[src/rtl/fft_tw_pkg.sv]
// Shared definitions for the FFT twiddle path: default widths, reader FSM
// encoding, {cos,sin} field extractors and the output-buffer sizing rule.
package fft_tw_pkg;

    localparam int TW_ADDR_W = 7;
    localparam int TW_DATA_W = 32;

    typedef enum logic [1:0] {
        ST_IDLE  = 2'd0,
        ST_RUN   = 2'd1,
        ST_DRAIN = 2'd2,
        ST_FIN   = 2'd3
    } twr_state_t;

    // One slot per in-flight read plus one for the head and one so that
    // issue can continue while the head is being consumed.
    function automatic int fifo_depth(input int rom_lat);
        return rom_lat + 2;
    endfunction

    function automatic logic [TW_DATA_W/2-1:0] tw_re(input logic [TW_DATA_W-1:0] w);
        return w[TW_DATA_W-1:TW_DATA_W/2];
    endfunction

    function automatic logic [TW_DATA_W/2-1:0] tw_im(input logic [TW_DATA_W-1:0] w);
        return w[TW_DATA_W/2-1:0];
    endfunction

endpackage

[src/rtl/twr_fifo.sv]
// Small synchronous FIFO with occupancy output; push and pop may coincide at
// any fill level (a pop frees the slot the push needs when full).
module twr_fifo #(
    parameter  int WIDTH    = 33,
    parameter  int DEPTH    = 4,
    localparam int CNT_BITS = $clog2(DEPTH + 1),
    localparam int PTR_W    = $clog2(DEPTH)
) (
    input  logic                clk,
    input  logic                rst_n,
    input  logic                i_push,
    input  logic [WIDTH-1:0]    i_data,
    input  logic                i_pop,
    output logic [WIDTH-1:0]    o_data,
    output logic [CNT_BITS-1:0] o_count
);

    logic [WIDTH-1:0]    r_mem [DEPTH];
    logic [PTR_W-1:0]    r_wr_ptr;
    logic [PTR_W-1:0]    r_rd_ptr;
    logic [CNT_BITS-1:0] r_count;
    logic                w_do_pop;
    logic                w_do_push;

    function automatic logic [PTR_W-1:0] next_ptr(input logic [PTR_W-1:0] p);
        return (p == PTR_W'(DEPTH - 1)) ? '0 : p + 1'b1;
    endfunction

    assign w_do_pop  = i_pop && (r_count != '0);
    assign w_do_push = i_push && ((r_count != CNT_BITS'(DEPTH)) || w_do_pop);

    // NOTE: the storage is reset too, so the head word reads as zero out of reset.
    always_ff @(posedge clk or negedge rst_n) begin
        if (!rst_n) begin
            for (int i = 0; i < DEPTH; i++) r_mem[i] <= '0;
            r_wr_ptr <= '0;
            r_rd_ptr <= '0;
            r_count  <= '0;
        end else begin
            if (w_do_push) begin
                r_mem[r_wr_ptr] <= i_data;
                r_wr_ptr        <= next_ptr(r_wr_ptr);
            end
            if (w_do_pop) r_rd_ptr <= next_ptr(r_rd_ptr);
            if (w_do_push && !w_do_pop)      r_count <= r_count + 1'b1;
            else if (!w_do_push && w_do_pop) r_count <= r_count - 1'b1;
        end
    end

    assign o_data  = r_mem[r_rd_ptr];
    assign o_count = r_count;

endmodule

[src/rtl/twiddle_rom_reader.sv]
// Strided twiddle-ROM reader with latency tracking and a credit-guarded output
// buffer. Define TWR_CONJ_EN to add the conj input (saturating imag negation).
module twiddle_rom_reader
    import fft_tw_pkg::*;
#(
    parameter int ADDR_W  = TW_ADDR_W,
    parameter int DATA_W  = TW_DATA_W,
    parameter int ROM_LAT = 2,
    parameter int CNT_W   = 8
) (
    input  logic              clk,
    input  logic              rst_n,
    input  logic              start,
    input  logic [ADDR_W-1:0] base,
    input  logic [ADDR_W-1:0] stride,
    input  logic [CNT_W-1:0]  len,
`ifdef TWR_CONJ_EN
    input  logic              conj,
`endif
    output logic              busy,
    output logic              done,
    output logic [ADDR_W-1:0] rom_addr,
    output logic              rom_clk_en,
    output logic              rom_rd_oce,
    input  logic [DATA_W-1:0] rom_rd_data,
    output logic              tw_valid,
    input  logic              tw_ready,
    output logic [DATA_W-1:0] tw_data,
    output logic              tw_last
);

    localparam int FIFO_DEPTH = fifo_depth(ROM_LAT);
    localparam int CB         = $clog2(FIFO_DEPTH + 1);
    localparam int HALF       = DATA_W / 2;

    twr_state_t        r_state, w_next;
    logic [ADDR_W-1:0] r_addr, r_stride;
    logic [CNT_W-1:0]  r_len, r_issued, r_pushed;
    logic [ROM_LAT-1:0] r_vsr;
    logic [CB-1:0]     r_inflight, w_fifo_count;
    logic              w_issue, w_push, w_pop, w_credit_ok, w_load;
    logic              w_push_last, w_head_last;
    logic [DATA_W-1:0] w_push_data, w_head_data;

    assign w_load      = (r_state == ST_IDLE) && start && (len != '0);
    assign w_credit_ok = ({1'b0, w_fifo_count} + {1'b0, r_inflight}) < (CB + 1)'(FIFO_DEPTH);
    assign w_push      = r_vsr[ROM_LAT-1];
    assign w_pop       = tw_valid && tw_ready;

    always_ff @(posedge clk or negedge rst_n) begin
        if (!rst_n) r_state <= ST_IDLE;
        else        r_state <= w_next;
    end

    // NOTE: every output of this block gets a default first so no latch is inferred.
    always_comb begin
        w_next  = r_state;
        busy    = 1'b0;
        done    = 1'b0;
        w_issue = 1'b0;
        case (r_state)
            ST_IDLE: if (start) w_next = (len == '0) ? ST_FIN : ST_RUN;
            ST_RUN: begin
                busy    = 1'b1;
                w_issue = (r_issued < r_len) && w_credit_ok;
                if (r_issued == r_len) w_next = ST_DRAIN;
            end
            ST_DRAIN: begin
                busy = 1'b1;
                // Nothing left in the ROM pipe and the buffer empties this cycle.
                if ((r_inflight == '0) &&
                    ((w_fifo_count == '0) || ((w_fifo_count == CB'(1)) && w_pop)))
                    w_next = ST_FIN;
            end
            ST_FIN: begin
                busy   = 1'b1;
                done   = 1'b1;
                w_next = ST_IDLE;
            end
            default: w_next = ST_IDLE;
        endcase
    end

    // NOTE: sequential state uses non-blocking assignments only.
    always_ff @(posedge clk or negedge rst_n) begin
        if (!rst_n) begin
            r_addr     <= '0;
            r_stride   <= '0;
            r_len      <= '0;
            r_issued   <= '0;
            r_pushed   <= '0;
            r_vsr      <= '0;
            r_inflight <= '0;
        end else begin
            r_vsr      <= (r_vsr << 1) | ROM_LAT'(w_issue);
            r_inflight <= r_inflight + CB'(w_issue) - CB'(w_push);
            if (w_load) begin
                r_addr   <= base;
                r_stride <= stride;
                r_len    <= len;
                r_issued <= '0;
                r_pushed <= '0;
            end else begin
                if (w_issue) begin
                    r_addr   <= r_addr + r_stride;
                    r_issued <= r_issued + 1'b1;
                end
                if (w_push) r_pushed <= r_pushed + 1'b1;
            end
        end
    end

    assign w_push_last = (r_pushed == r_len - 1'b1);

`ifdef TWR_CONJ_EN
    logic            r_conj;
    logic [HALF-1:0] w_im_raw, w_im_neg;

    always_ff @(posedge clk or negedge rst_n) begin
        if (!rst_n)      r_conj <= 1'b0;
        else if (w_load) r_conj <= conj;
    end

    // The most negative value has no positive twin; clamp it to the maximum.
    assign w_im_raw    = rom_rd_data[HALF-1:0];
    assign w_im_neg    = (w_im_raw == {1'b1, {(HALF-1){1'b0}}}) ? {1'b0, {(HALF-1){1'b1}}}
                                                                : -w_im_raw;
    assign w_push_data = r_conj ? {rom_rd_data[DATA_W-1:HALF], w_im_neg} : rom_rd_data;
`else
    assign w_push_data = rom_rd_data;
`endif

    twr_fifo #(
        .WIDTH (DATA_W + 1),
        .DEPTH (FIFO_DEPTH)
    ) u_fifo (
        .clk     (clk),
        .rst_n   (rst_n),
        .i_push  (w_push),
        .i_data  ({w_push_last, w_push_data}),
        .i_pop   (w_pop),
        .o_data  ({w_head_last, w_head_data}),
        .o_count (w_fifo_count)
    );

    assign rom_addr   = r_addr;
    assign rom_clk_en = w_issue || (r_inflight != '0);
    assign rom_rd_oce = rom_clk_en;
    assign tw_valid   = (w_fifo_count != '0);
    assign tw_data    = w_head_data;
    assign tw_last    = tw_valid && w_head_last;

endmodule

[config.mk]
export PLATFORM = sky130hd
export DESIGN_NAME = twiddle_rom_reader
export DESIGN_NICKNAME = d
export VERILOG_FILES = /design/src/rtl/fft_tw_pkg.sv /design/src/rtl/twr_fifo.sv /design/src/rtl/twiddle_rom_reader.sv
export SDC_FILE = /design/constraint.sdc
export NUM_CORES = 1
export LEC_CHECK = 0
export CORE_MARGIN = 10
export CORE_UTILIZATION = 45
export DETAILED_ROUTE_END_ITERATION = 12
export PLACE_DENSITY = 0.76
export REMOVE_ABC_BUFFERS = 1
export SYNTH_ARGS = -nofsm -noshare
export SYNTH_HDL_FRONTEND = slang
export SYNTH_HIERARCHICAL = 1
export SYNTH_SLANG_ARGS = --single-unit
[constraint.sdc]
create_clock -name clk -period 8.6 [get_ports clk]
set_input_delay 1.72 -clock clk [delete_from_list [all_inputs] [get_ports clk]]
set_output_delay 1.72 -clock clk [all_outputs]
set_load 0.01 [all_outputs]
==> metrics.md, run 1 <==
| Metric | Value |
|---|---|
| Crit-path max cell delay | `0.75 ns` |
| # H-tree levels | `4` |
| Nets | `840` |
| Final instance area | `10800 sq um` |
| Synth top area cells | `dfrtp_1, mux2_2, mux4_2` |
| Seq pwr share | `0.366` |
| Total number of vias | `5489` |
| Simple-gate share of the synthesized area | `0.0688` |
| Total grt overflow | `0` |
| Seq cells post-synth | `184` |
| Slowest-stage cell, CP | `a21oi_1` |
| Port Buffer Count | `102` |
| Dpl hpwl | `13.3 mm` |
| Clock Latency Late Sink | `0.42 ns` |
| Part of the power in the clock network | `0.192` |
| CTS buffer count | `17` |
| Status | `finished clean` |
| Routed length per instance | `19.2 um` |
| DP Area | `10200 sq um` |
| Worst r2r dst | `r_inflight[2]` |
| Fillers | `1592` |
| Clk root buf | `clkbuf_16` |
| Initial Util | `0.460` |
| First-pass GRT wire length | `33.4 mm` |
| Cell Area, Synth | `9020 sq um` |
| CTS tree | `built` |
| GP Congestion | `0.841` |
| Tot Pwr | `4.20 mW` |
| Peak VDD IR | `164 uV` |
| DIE HEIGHT | `162 um` |
| R2R Path Start | `r_len[5]` |
| Diode count | `0` |
| GRT Util Overall | `0.158` |
| Fmax | `199 MHz` |
| Post-synthesis xor/xnor area fraction | `0.0330` |
| Setup TNS | `0 ns` |
| Crit Path Max Fanout | `11` |
| Worst-Margin Slew | `1.05 ns` |
| Min Tclk post-route | `5.03 ns` |
| Largest area contributor in the netlist | `dfrtp_1` |
| Adder-cell share of the synthesized area | `0.0511` |
| Psw | `1.37 mW` |
| Kind of critical path | `flop to output port` |
| Ys async rst share | `1.00` |
| DR WL met2 | `9.92 mm` |
| Vias per std cell | `5.36` |
| Path type of the worst min-delay path | `flop to flop` |
| Critical path capture point type | `output port` |
| Worst-path clk slew | `0.07 ns` |
| Antenna violations before repair | `0` |
| Setup bufs post-CTS | `0` |
| Routed WL | `19.6 mm` |
| Synth Instances | `649` |
| Post-synth top cells | `dfrtp_1, mux2_2, mux4_2, nand2_1, ha_1` |
| Synth cell types | `48` |
| Slew margin rel. | `0.301` |
| Post-cts repair resize count | `0` |
| Hold Startpoint | `r_vsr[0]` |
| Largest net degree at the start of global routing | `118` |
| Yosys synthesis warning count | `6` |
| WP data arrival | `3.31 ns` |
| # setup viols final | `0` |
| Lkg Pwr | `4.46 nW` |
| Worst Hold End | `r_vsr[1]` |
| Cell row count | `51` |
| Die ar. | `26100 sq um` |
| Power Dens Cells | `388 nW/um^2` |
| Met3 Routed Length | `806 um` |
| Area growth syn-to-layout | `20.0%` |
| Proportion of layout cells with a drive suffix above 1 | `0.307` |
| Die X | `162 um` |
| Switching Share | `0.327` |
| Combinational share of power | `0.442` |
| Count leader, synth | `dfrtp_1` |
| Met1 WL | `8.63 mm` |
| CP Buf/Inv Count | `2` |
| Worst EP required | `6.88 ns` |
| Clock Skews | `0.00792 ns` |
| Max Used Layer | `met4` |
| Top delay family on crit path | `simple AND/OR/NAND/NOR gates` |
| Largest family of logic cells by synthesized area | `multiplexers` |
| CORE AREA | `19600 sq um` |
| DRC Markers | `0` |
| Synth Area in Compound Gates | `0.0314` |
| DR pass1 iterations | `6` |
| RSZ-0062 raised after global routing | `no` |
| CTS Hold Bufs | `0` |
| Final-report max-slew violation count | `0` |
| Post-synth EDFFs | `0` |
| Final hold vios | `0` |
| R2R depth | `11` |
| Vias in the first global route | `6403` |
| Seq/Total Area, Yosys | `0.511` |
| Startpoint types | `flop` |
| Main synth FF type | `dfrtp_1` |
| Period utilization | `0.585` |
| Sink Count | `184` |
| Mean Syn Cell Area | `13.9 sq um` |
| Hold path cells | `0` |
| Clock buffer depth | `2` |
| DRT antenna net count | `0` |
| Int Pwr | `2.82 mW` |
| Mux contribution to synthesized area | `0.268` |
| Boundary Pins | `103` |
| Initial DRC count | `241` |
| Top cell type's share of synthesized area | `0.511` |
| Crit-path cells | `inv_1 > ha_1 > nand4_1 > a21oi_1 > or2_1 > nand2_1 > clkdlybuf4s50_1` |
| Flop2flop setup slack | `5.28 ns` |
| Max-cap violation count | `0` |
## cells by family after synthesis
| kind of cell | count (synthesis) |
|---|---|
| flip-flops | 184 |
| buffers and inverters | 56 |
| multiplexers | 181 |
| AO/OA/AOI/OAI | 46 |
| AND/OR/NAND/NOR | 113 |
| XOR/XNOR | 34 |
| adder cells (fa/ha/maj) | 35 |
## registers in the layout, summed over array words and instances (netlist names), 3 cells and up
register,count
r_len,8
rom_addr,7
r_inflight,3
r_stride,7
u_fifo/o_count,3
r_pushed,8
u_fifo/r_mem,132
r_issued,8
## layout by cell type (no fill, tap or decap), types with 4 or more instances in the layout
master | synthesis | layout
a21oi_1 | 8 | 8
buf_4 | 1 | 8
clkbuf_16 | 0 | 17
clkdlybuf4s50_1 | 0 | 101
dfrtp_1 | 184 | 183
ha_1 | 32 | 32
inv_1 | 25 | 25
inv_6 | 0 | 4
mux2_2 | 140 | 140
mux2i_1 | 5 | 5
mux4_2 | 33 | 33
nand2_1 | 33 | 33
nand3_1 | 7 | 7
nand4_1 | 9 | 9
nor2_1 | 28 | 28
nor2_4 | 0 | 4
nor2b_1 | 5 | 5
nor3_1 | 5 | 5
nor4_2 | 5 | 5
o21ai_0 | 16 | 16
o21ai_1 | 7 | 7
xnor2_1 | 22 | 22
xor2_1 | 12 | 12
## metrics by stage
| step | hold slack (ns) | setup slack, ns | instances | util |
|---|---|---|---|---|
| 3_5_place_dp | 0.339 | 4.02 | 993 | 0.521 |
| 4_1_cts | 0.372 | 3.54 | 1025 | 0.552 |
| 5_1_grt | 0.386 | 3.31 | 1025 | 0.552 |
| 3_3_place_gp | 0.340 | 4.12 | 993 | 0.521 |
| 2_1_floorplan | 0.331 | 4.61 | 618 | - |
| 6_report | 0.364 | 3.57 | 1025 | 0.552 |
## worst max-delay path by stage
stage / from / endpoint / slack (ns) / cells after the start
2_1_floorplan: u_fifo/r_rd_ptr[0] / tw_last / 4.61 / 2
3_3_place_gp: r_issued[1] / rom_clk_en / 4.12 / 7
3_5_place_dp: r_len[1] / rom_clk_en / 4.02 / 8
4_1_cts: r_len[1] / rom_clk_en / 3.54 / 8
5_1_grt: r_len[1] / rom_clk_en / 3.31 / 8
6_report: r_len[5] / rom_clk_en / 3.57 / 7
## power groups by stage
stage               logic, mW  registers [mW]  clock network (mW)
floorplan                1.17            1.51                   0
global placement         1.81            1.50                   0
detailed placement       1.88            1.55                   0
CTS                      1.89            1.54               0.827
global route             2.03            1.59               0.868
finish                   1.85            1.54               0.804
## metal layers
metal,vias up,track usage
met5,-,0
met4,0,0.0467
met3,21,0.0409
met2,118,0.267
met1,2834,0.195
li1,2516,-
## cell type report
cell class	instances	area (sq um)	share of cell area
sequential	184	4610	0.426
multi-input combinational	409	4100	0.379
timing repair buffer	110	1080	0.100
clock buffer	20	447	0.0413
tap	265	332	0.0306
clock inverter	12	161	0.0149
inverter	25	93.8	0.00867
(Power assumes the default switching activity.)
==> inputs of run 2 (changes only) <==
- clock period: 8.6 -> 4.96 ns (I/O delays scaled with it)
==> run 2 against run 1 <==
Net effect:
- combinational power up 72%
- wire length shrank 2.2%
- sequential power grew 75%
- global-route usage shrank 0.49 points
- count of clock-buffer cells in the layout decreased by 2
- register-to-register slack worse by 3.6 ns
- critical endpoint is now rom_rd_oce
- largest cell class unchanged
==> metrics.md, run 2 (same netlist as run 1, synthesis figures left out) <==
| Metric | Value |
|---|---|
| Status | `finished clean` |
| Flop2flop setup slack | `1.73 ns` |
| CTS Hold Bufs | `0` |
| Clock buffer depth | `2` |
| Port Buffer Count | `102` |
| Post-cts repair resize count | `0` |
| WP data arrival | `2.92 ns` |
| M3 GR Usage | `0.0381` |
| Startpoint types | `flop` |
| Period utilization | `0.788` |
| Setup TNS | `0 ns` |
| Slowest-stage cell, CP | `clkdlybuf4s50_1` |
| Boundary Pins | `103` |
| Initial DRC count | `304` |
| Diode count | `0` |
| Clock Latency Late Sink | `0.43 ns` |
| Worst-Margin Slew | `1.04 ns` |
| Largest Register | `u_fifo/r_mem` |
| Lkg Pwr | `4.50 nW` |
| Hold Startpoint | `r_vsr[0]` |
| Nets | `846` |
| Power Dens Cells | `671 nW/um^2` |
| Antenna violations before repair | `0` |
| Max-cap violation count | `0` |
| Crit Path Max Fanout | `11` |
| CORE AREA | `19600 sq um` |
| Critical Path Start | `r_len[1]` |
| # H-tree levels | `4` |
| Routed WL | `19.2 mm` |
| Final hold vios | `0` |
| CP Buf/Inv Count | `3` |
| Proportion of layout cells with a drive suffix above 1 | `0.315` |
| Sink Count | `184` |
| DIE HEIGHT | `162 um` |
| R2R depth | `8` |
| Slew margin rel. | `0.309` |
| CTS tree | `built` |
| DRC Markers | `0` |
| Clock Skews | `0.00702 ns` |
| Setup bufs post-CTS | `0` |
| First-pass GRT wire length | `32.3 mm` |
| Kind of critical path | `flop to output port` |
| Die X | `162 um` |
| GP Congestion | `0.828` |
| Fillers | `1585` |
| Min Tclk post-route | `3.91 ns` |
| Die ar. | `26100 sq um` |
| Hold path cells | `0` |
| Peak VDD IR | `326 uV` |
| DR pass1 iterations | `5` |
| Largest register FFs | `132` |
| Top delay family on crit path | `buffers and inverters` |
| Cell row count | `51` |
| GRT Util Overall | `0.153` |
| Path type of the worst min-delay path | `flop to flop` |
| Routed length per instance | `18.6 um` |
| Met1 GRT Util | `0.194` |
| Worst r2r dst | `u_fifo/o_count[1]` |
| Vias per std cell | `5.36` |
| Worst EP required | `3.97 ns` |
| Critical path capture point type | `output port` |
| R2R Path Start | `u_fifo/o_count[0]` |
| Total number of vias | `5528` |
| CTS buffer count | `17` |
| # setup viols final | `0` |
| GR Util met2 | `0.255` |
| RSZ-0062 raised after global routing | `no` |
| Commonest non-fill, non-tap cell in the layout | `dfrtp_1` |
| GRT Max-Usage Layer | `met2` |
| Dpl hpwl | `13.5 mm` |
| Worst-path clk slew | `0.07 ns` |
| Final-report max-slew violation count | `0` |
| Clk root buf | `clkbuf_16` |
| Initial Util | `0.460` |
| Crit-path cells | `inv_1 > ha_1 > nor2b_1 > o211ai_2 > a21oi_1 > buf_4 > or2_1 > nand2_1 > clkdlybuf4s50_1` |
| Largest net degree at the start of global routing | `117` |
| Worst Hold End | `r_vsr[1]` |
| Tot Pwr | `7.30 mW` |
| Area growth syn-to-layout | `20.6%` |
| Vias in the first global route | `6190` |
| Crit-path max cell delay | `0.52 ns` |
| Fmax | `256 MHz` |
| DRT antenna net count | `0` |
| Total grt overflow | `0` |
| Commonest cells after routing, fill and taps aside | `dfrtp_1, mux2_2, clkdlybuf4s50_1` |
-- run 2: cell count changes in the layout (fill, tap and decap cells not counted) --
cell	previous run	this run
clkbuf_1	2	0
clkinvlp_4	2	3
inv_6	4	5
buf_4	8	14
clkinv_2	2	1
inv_8	1	2
-- run 2: worst max path at each step --
stage | endpoint | slack [ns] | cells past startpoint
3_5_place_dp | u_fifo/o_count[1] | 1.34 | 8
6_report | rom_rd_oce | 1.05 | 9
4_1_cts | rom_clk_en | 1.04 | 9
3_3_place_gp | u_fifo/o_count[1] | 1.36 | 8
2_1_floorplan | tw_last | 1.70 | 2
5_1_grt | rom_clk_en | 0.89 | 9
-- run 2: per-layer routing --
metal  wire, um  share of wire
met4        201          0.010
met5          0              0
met2       9480           0.49
met3        914          0.048
met1       8610           0.45
-- run 2: per-stage QoR --
step	instance area, sq um	std cells	hold slack, ns	utilization	worst slack (ns)
floorplan	8770	618	0.331	-	1.70
global placement	10300	999	0.337	0.523	1.36
detailed placement	10300	999	0.340	0.523	1.34
CTS	10900	1031	0.361	0.555	1.04
global route	10900	1031	0.381	0.555	0.891
finish	10900	1031	0.359	0.555	1.05
-- run 2: worst reg2reg max path, stage by stage (launching register included) --
cell,delay (ns)
dfrtp_1,0.49
or3_1,0.50
and2_1,0.24
nor4b_4,0.61
and2b_2,0.32
ha_1,0.21
inv_1,0.08
fa_1,0.40
mux2_2,0.27
-- run 2: cell type report --
type	instances	area [sq um]	area share
Sequential cell	184	4610	0.423
Multi-Input combinational cell	409	4100	0.377
Timing Repair Buffer	116	1130	0.104
Clock buffer	18	439	0.0404
Tap cell	265	332	0.0305
Clock inverter	14	184	0.0169
Inverter	25	93.8	0.00863
-- run 2: report_power, final --
part | internal, mW | switching, mW
sequential | 2.20 | 0.498
clock | 0.821 | 0.605
combinational | 1.89 | 1.28
total | 4.91 | 2.39
